File: config.mk
export PLATFORM = sky130hd
export DESIGN_NAME = fetch_sequencer
export DESIGN_NICKNAME = d
export VERILOG_FILES = /design/src/rtl/riscp_pkg.sv /design/src/rtl/fetch_sequencer.sv
export SDC_FILE = /design/constraint.sdc
export NUM_CORES = 1
export LEC_CHECK = 0
export CAP_MARGIN = 20
export CORE_MARGIN = 2
export CORE_UTILIZATION = 45
export CTS_CLUSTER_DIAMETER = 100
export DETAILED_ROUTE_END_ITERATION = 7
export HOLD_SLACK_MARGIN = 0.02
export PLACE_DENSITY = 0.81
export SYNTH_ARGS = -nofsm -noshare
export SYNTH_HDL_FRONTEND = slang
export SYNTH_SLANG_ARGS = --single-unit
File: constraint.sdc
create_clock -name clk -period 1.85 [get_ports clk]
set_input_delay 0.37 -clock clk [delete_from_list [all_inputs] [get_ports clk]]
set_output_delay 0.37 -clock clk [all_outputs]
set_load 0.02 [all_outputs]
File: src/rtl/riscp_pkg.sv
// Shared definitions for the instruction fetch sequencer: state encoding,
// opcode field position and default control opcodes.
package riscp_pkg;

  typedef enum logic [2:0] {
    S_IDLE    = 3'd0,
    S_FETCH   = 3'd1,
    S_DECODE  = 3'd2,
    S_EXEC    = 3'd3,
    S_ADVANCE = 3'd4,
    S_HALT    = 3'd5
  } seq_state_t;

  localparam int unsigned OP_MSB = 31;
  localparam int unsigned OP_LSB = 26;

  localparam logic [5:0] JMP_OP_DEF  = 6'h02;
  localparam logic [5:0] HALT_OP_DEF = 6'h3F;

  function automatic logic [5:0] opcode(input logic [31:0] word);
    return word[OP_MSB:OP_LSB];
  endfunction

endpackage

File: src/rtl/fetch_sequencer.sv
// Fetch/decode/execute/advance sequencer driving an external program counter
// and execute unit, with fetch timeout and saturating retire count.
module fetch_sequencer
  import riscp_pkg::*;
#(
  parameter int unsigned TIMEOUT = 15,
  parameter logic [5:0]  JMP_OP  = JMP_OP_DEF,
  parameter logic [5:0]  HALT_OP = HALT_OP_DEF
) (
  input  logic        clk,
  input  logic        rst,
  input  logic        run,
  input  logic [3:0]  pc,
  input  logic [31:0] imem_rdata,
  input  logic        imem_valid,
  input  logic        exec_done,
  output logic        imem_req,
  output logic [3:0]  imem_addr,
  output logic [31:0] ir,
  output logic        exec_start,
  output logic        ldpc,
  output logic        jump,
  output logic        halted,
  output logic        fetch_err,
  output logic [7:0]  retired
);

  localparam logic [7:0] WAIT_LAST = 8'(TIMEOUT - 1);

  seq_state_t  state_q, state_d;
  logic        run_q;
  logic [7:0]  wait_q, wait_d;
  logic [31:0] ir_q, ir_d;
  logic [7:0]  retired_q, retired_d;
  logic        err_q, err_d;

  function automatic logic [7:0] sat_inc(input logic [7:0] v);
    return (v == 8'hFF) ? 8'hFF : v + 8'd1;
  endfunction

  // run_q resets high so a run level already present out of reset is not an edge
  always_ff @(posedge clk or posedge rst) begin
    if (rst) begin
      state_q   <= S_IDLE;
      run_q     <= 1'b1;
      wait_q    <= '0;
      ir_q      <= '0;
      retired_q <= '0;
      err_q     <= 1'b0;
    end else begin
      state_q   <= state_d;
      run_q     <= run;
      wait_q    <= wait_d;
      ir_q      <= ir_d;
      retired_q <= retired_d;
      err_q     <= err_d;
    end
  end

  always_comb begin
    state_d    = state_q;
    wait_d     = wait_q;
    ir_d       = ir_q;
    retired_d  = retired_q;
    err_d      = err_q;
    imem_req   = 1'b0;
    exec_start = 1'b0;
    ldpc       = 1'b0;
    jump       = 1'b0;
    unique case (state_q)
      S_IDLE: begin
        wait_d = '0;
        if (run && !run_q) state_d = S_FETCH;
      end
      S_FETCH: begin
        imem_req = 1'b1;
        // valid wins over a timeout landing on the same cycle
        if (imem_valid) begin
          ir_d    = imem_rdata;
          wait_d  = '0;
          state_d = S_DECODE;
        end else if (wait_q == WAIT_LAST) begin
          err_d   = 1'b1;
          wait_d  = '0;
          state_d = S_HALT;
        end else begin
          wait_d = wait_q + 8'd1;
        end
      end
      S_DECODE: begin
        if (opcode(ir_q) == HALT_OP) begin
          state_d = S_HALT;
        end else begin
          exec_start = 1'b1;
          state_d    = S_EXEC;
        end
      end
      S_EXEC: begin
        if (exec_done) begin
          retired_d = sat_inc(retired_q);
          state_d   = S_ADVANCE;
        end
      end
      S_ADVANCE: begin
        ldpc    = 1'b1;
        jump    = (opcode(ir_q) == JMP_OP);
        state_d = S_FETCH;
      end
      S_HALT: begin
        state_d = S_HALT;
      end
      default: begin
        state_d = S_IDLE;
      end
    endcase
  end

  assign imem_addr = pc;
  assign ir        = ir_q;
  assign halted    = (state_q == S_HALT);
  assign fetch_err = err_q;
  assign retired   = retired_q;

endmodule
Word-level counts from Yosys, hierarchy flattened. Cells that the tools add are included.

$add $sub $neg: 2. Equal/unequal tests: 12. Muxes and demuxes: 15. Bitwise gates (word level): 1. Reductions and logical operators: 8.

Operators with widths (count): 8-bit two-way mux (3); 3-bit case mux with 6 select lines (1); 8-bit by 1-bit adder with 8-bit output, second input constant (2); 8-bit case mux with 2 select lines (1); 3-bit two-way mux (5); 8-bit by 4-bit equality test with 1-bit output, second input constant (1); 8-bit equality test, second input constant (1); 3-bit by 2-bit equality test with 1-bit output, second input constant (2); 3-bit equality test, second input constant (2); 6-bit by 2-bit equality test with 1-bit output, second input constant (1); 6-bit equality test, second input constant (1); 3-bit AND reduction (2); 1-bit two-way mux (5); 2-bit inequality test, second input constant (2); 2-bit AND reduction (2); 3-bit by 1-bit equality test with 1-bit output, second input constant (1); 3-bit logical NOT (1); 3-bit inequality test, second input constant (1); 2-bit nonzero test (1); 1-bit logical AND (1); 1-bit logical NOT (1); 1-bit inverter (1).

Register bits: 53. Output and inout bits: 50.

Logic depth before layout (Yosys ltp).
Depth after elaboration: 4. Depth in mapped cells: 5. Gate-level depth less buffers: 5.

Worst setup path before layout. Ideal clock, no wire load.

Kind: register -> register. Start point: register state_q[2]. End point: register ir_q[0] (netlist: ir[0]). Library setup time: 125 ps. Arrival time: 1421 ps. Data required time: 1725 ps. Path slack: 304 ps. Cell stages (with the launch flop): 6. Path buffers: 2. Path through: dfrtp_1 > or2_1 > buf_4 > nor2_8 > buf_6 > mux2_2.

Cells in the longest elaborated chain, start to end: 2.

RTL lines: from (decl) (RTL line fetch_sequencer.sv:30) `seq_state_t state_q, state_d;`; from (signal assigned) (RTL line fetch_sequencer.sv:51) `state_q <= state_d;`; 3-bit by 1-bit equality test with 1-bit output (RTL line fetch_sequencer.sv:70) `unique case (state_q)`; 2-bit AND reduction (no source line); to (signal assigned) (RTL line fetch_sequencer.sv:54) `ir_q <= ir_d;`; to (decl) (RTL line fetch_sequencer.sv:33) `logic [31:0] ir_q, ir_d;`.

No other way between the ends. A chain may end at the register's enable or synchronous reset.

Worst setup path after layout.
Start point: register ir_q[26] (netlist: ir[26]). End point: output port ir[26].

RTL lines: to (decl) (RTL line fetch_sequencer.sv:19) `output logic [31:0] ir,`.

No word-level cell between the ends.

==> results.toml <==
[outcome]
status = "complete, no violations"

[yosys]
yosysWarnings = 0
syn_nets = 245
syn_area_per_cell_sq_um = 12.5
synth_cell_types = 50
async_reset_ff_share_pct = 100
syn_area_sq_um = 2510
syn_inst = 201
ys.flop_type = "dfrtp_1"
synth-seq-area-share_pct = 52.8
synth_edf_count = 0
yosys_register_bits = 53

[clock_tree]
cts_buffers = 5
clk_latency_ps = 310
post_cts_buffers = 0
cts-htree-levels = 2
clockBufferDepth = 2
path_clk_slew_ps = 110
cts_tree = "built"
clockRootBuffer = "clkbuf_8"
cts_num_sinks = 53

[sta]
fin_crit_sh_pct = 97.5
relSlewSlack_pct = 76.3
setup_viol = 0
hold_ws_ps = 332
period_minus_slack_ps = 1800
rsz0062_at_grt = "false"
slew_violations = 0
worst_pin_slew_ps = 354
fin_skew_ps = 7.93
hold_viol = 0
fmax_ghz = 0.555
postLayoutSetupSlackWorst_ps = 46.9

[setup_path]
cp.required_ps = 1480
r2r-start = "state_q[2]$_DFFE_PP0P_"
endpoint_kind = "primary output"
critPathLaunch = "ir[26]$_DFFE_PP0P_"
reg2reg_slack_ps = 240
timing.rr.end = "ir[13]$_DFFE_PP0P_"
arrival_ps = 1430
critical_path_class = "flip-flop to primary output"
reg2reg_depth = 5
crit_path_start_kind = "flip-flop"
crit_fanout = 3

[layout]
drive_above_1_share_pct = 24.0
finalInstanceArea_sq_um = 3570
antenna_cells = 0
ff_latch_area_sq_um = 1330
multi_input_area_sq_um = 1050
nFillCells = 419
nets = 339
mostFrequentLayoutCell = "clkdlybuf4s50_1"
layout_common_cells = "clkdlybuf4s50_1 (74), dfrtp_1 (52), mux2_2 (31)"
area_growth_pct = 41.8

[global_routing]
antenna_found_initial = 0
grt_overflow_total = 0
grt_use_total_pct = 18.8
grt_pass1_vias = 1992
grt_pass1_wl_microns = 9180
grt_start_max_net_pins = 30

[floorplan]
die_y_microns = 78.8
start_util_pct = 46.2
dieArea_sq_um = 6200
coreArea_sq_um = 5440
rows = 27
die_x_microns = 78.8
ioPinCount = 91

[placed_design]
placed_cell_area_sq_um = 3480
dp_slack_ps = -58.8
numPortBuffers = 82
place_congestion = 0.809
dpl.hpwl_microns = 4130

[power_and_ir_drop]
swShare_pct = 38.8
p_comb_share_pct = 52.5
leakagePower_nw = 1.58
p_int_mw = 3.47
switchingPower_mw = 2.20
cellPowerDensity_nw_per_um2 = 1590
seqPwrFrac_pct = 35.4
p_clk_share_pct = 12.1
ir_drop_mv = 0.876

[drt]
wl_per_cell_microns = 15.0
drt_iter0_markers = 85
drt_wl_total_microns = 5510
final_antenna_net_count = 0
first_pass_iters = 4
dr_total_vias = 1933
drc = 0
viasPerCell = 5.25

[job]
cap_violations = 0

[min_path]
hold_class = "input pin to asynchronous set/reset pin"
synthesized netlist by cell type (2+ instances only):
library cell / n / share of area [%]
dfrtp_1: 52 / 52
mux2_2: 31 / 14
nand2_1: 11 / 1.6
inv_1: 10 / 1.5
o21ai_0: 10 / 2.0
and3_1: 7 / 1.7
nand3_1: 7 / 1.4
nor2_1: 7 / 1.0
a21oi_1: 5 / 0.99
buf_4: 5 / 1.5
buf_6: 5 / 2.2
ha_1: 3 / 1.5
nand4_1: 3 / 0.75
nor2b_1: 3 / 0.75
a22oi_1: 2 / 0.60
mux2_1: 2 / 0.90
mux2i_1: 2 / 0.80
nor3_1: 2 / 0.40
o31ai_1: 2 / 0.60
or4_4: 2 / 0.90
layer usage:
layer | vias to the layer above | global-route usage (%) | routed length, microns
met4 | 0 | 5.79 | 55
met3 | 6 | 8.52 | 524
met1 | 946 | 23.4 | 2270
met2 | 63 | 29.3 | 2660
li1 | 918 | - | -
met5 | - | 0 | 0
cells by family after synthesis:
kind of cell / Yosys count / synth area share [%]
adders and majority gates: 3 / 1.49
AOI/OAI and AO/OA: 35 / 10.1
muxes: 35 / 15.6
and+or+nand+nor: 53 / 14.5
buffers and inverters: 22 / 5.57
DFF: 53 / 52.8
state kept, by name, indices dropped and copies added, names as in the netlist:
name,count
ir,32
wait_q,8
state_q,3
run_q,1
retired,8
fetch_err,1
worst max-delay path by stage:
stage	cells past startpoint	slack, ps	endpoint
finish	2	50	ir[26]
global route	2	10	ir[26]
CTS	5	20	exec_start
detailed placement	5	-60	ir[13]$_DFFE_PP0P_
global placement	5	-50	ir[9]$_DFFE_PP0P_
floorplan	1	200	fetch_err$_DFFE_PP0P_
power groups by stage:
| stage | Combinational (mW) | Clock [mW] | Sequential, mW |
|---|---|---|---|
| 2_1_floorplan | 1.18 | 0 | 2.48 |
| 3_3_place_gp | 2.97 | 0 | 1.98 |
| 3_5_place_dp | 3.02 | 0 | 2.01 |
| 4_1_cts | 3.02 | 0.702 | 2.00 |
| 5_1_grt | 3.20 | 0.751 | 2.08 |
| 6_report | 2.98 | 0.689 | 2.01 |
area by class of cell:
type / instances / share of cell area (%)
Multi-Input combinational cell: 126 / 29.5
Sequential cell: 53 / 37.2
Tap cell: 72 / 2.53
Clock inverter: 3 / 0.737
Timing Repair Buffer: 99 / 27.0
Clock buffer: 5 / 1.93
Inverter: 10 / 1.05
through the flow:
stage	total power, mW	utilization (%)	instances	setup TNS (ps)
3_3_place_gp	4.95	63.9	360	-1300
5_1_grt	6.03	65.6	368	0
2_1_floorplan	3.66	-	201	0
4_1_cts	5.72	65.6	368	0
6_report	5.67	65.6	368	0
3_5_place_dp	5.03	63.9	360	-1240
worst max-delay path, cell delays in order (launching register included):
cell and delay (ps):
dfrtp_1 390, buf_4 130, clkdlybuf4s50_1 610
timing repair:
item | CTS | global route
hold buffers | 0 | 0
resized for setup | 9 | 8
hold endpoints to repair | 0 | 0
endpoints found under the setup margin | 5 | 5
Note: power is estimated with default switching activity, not from simulation.
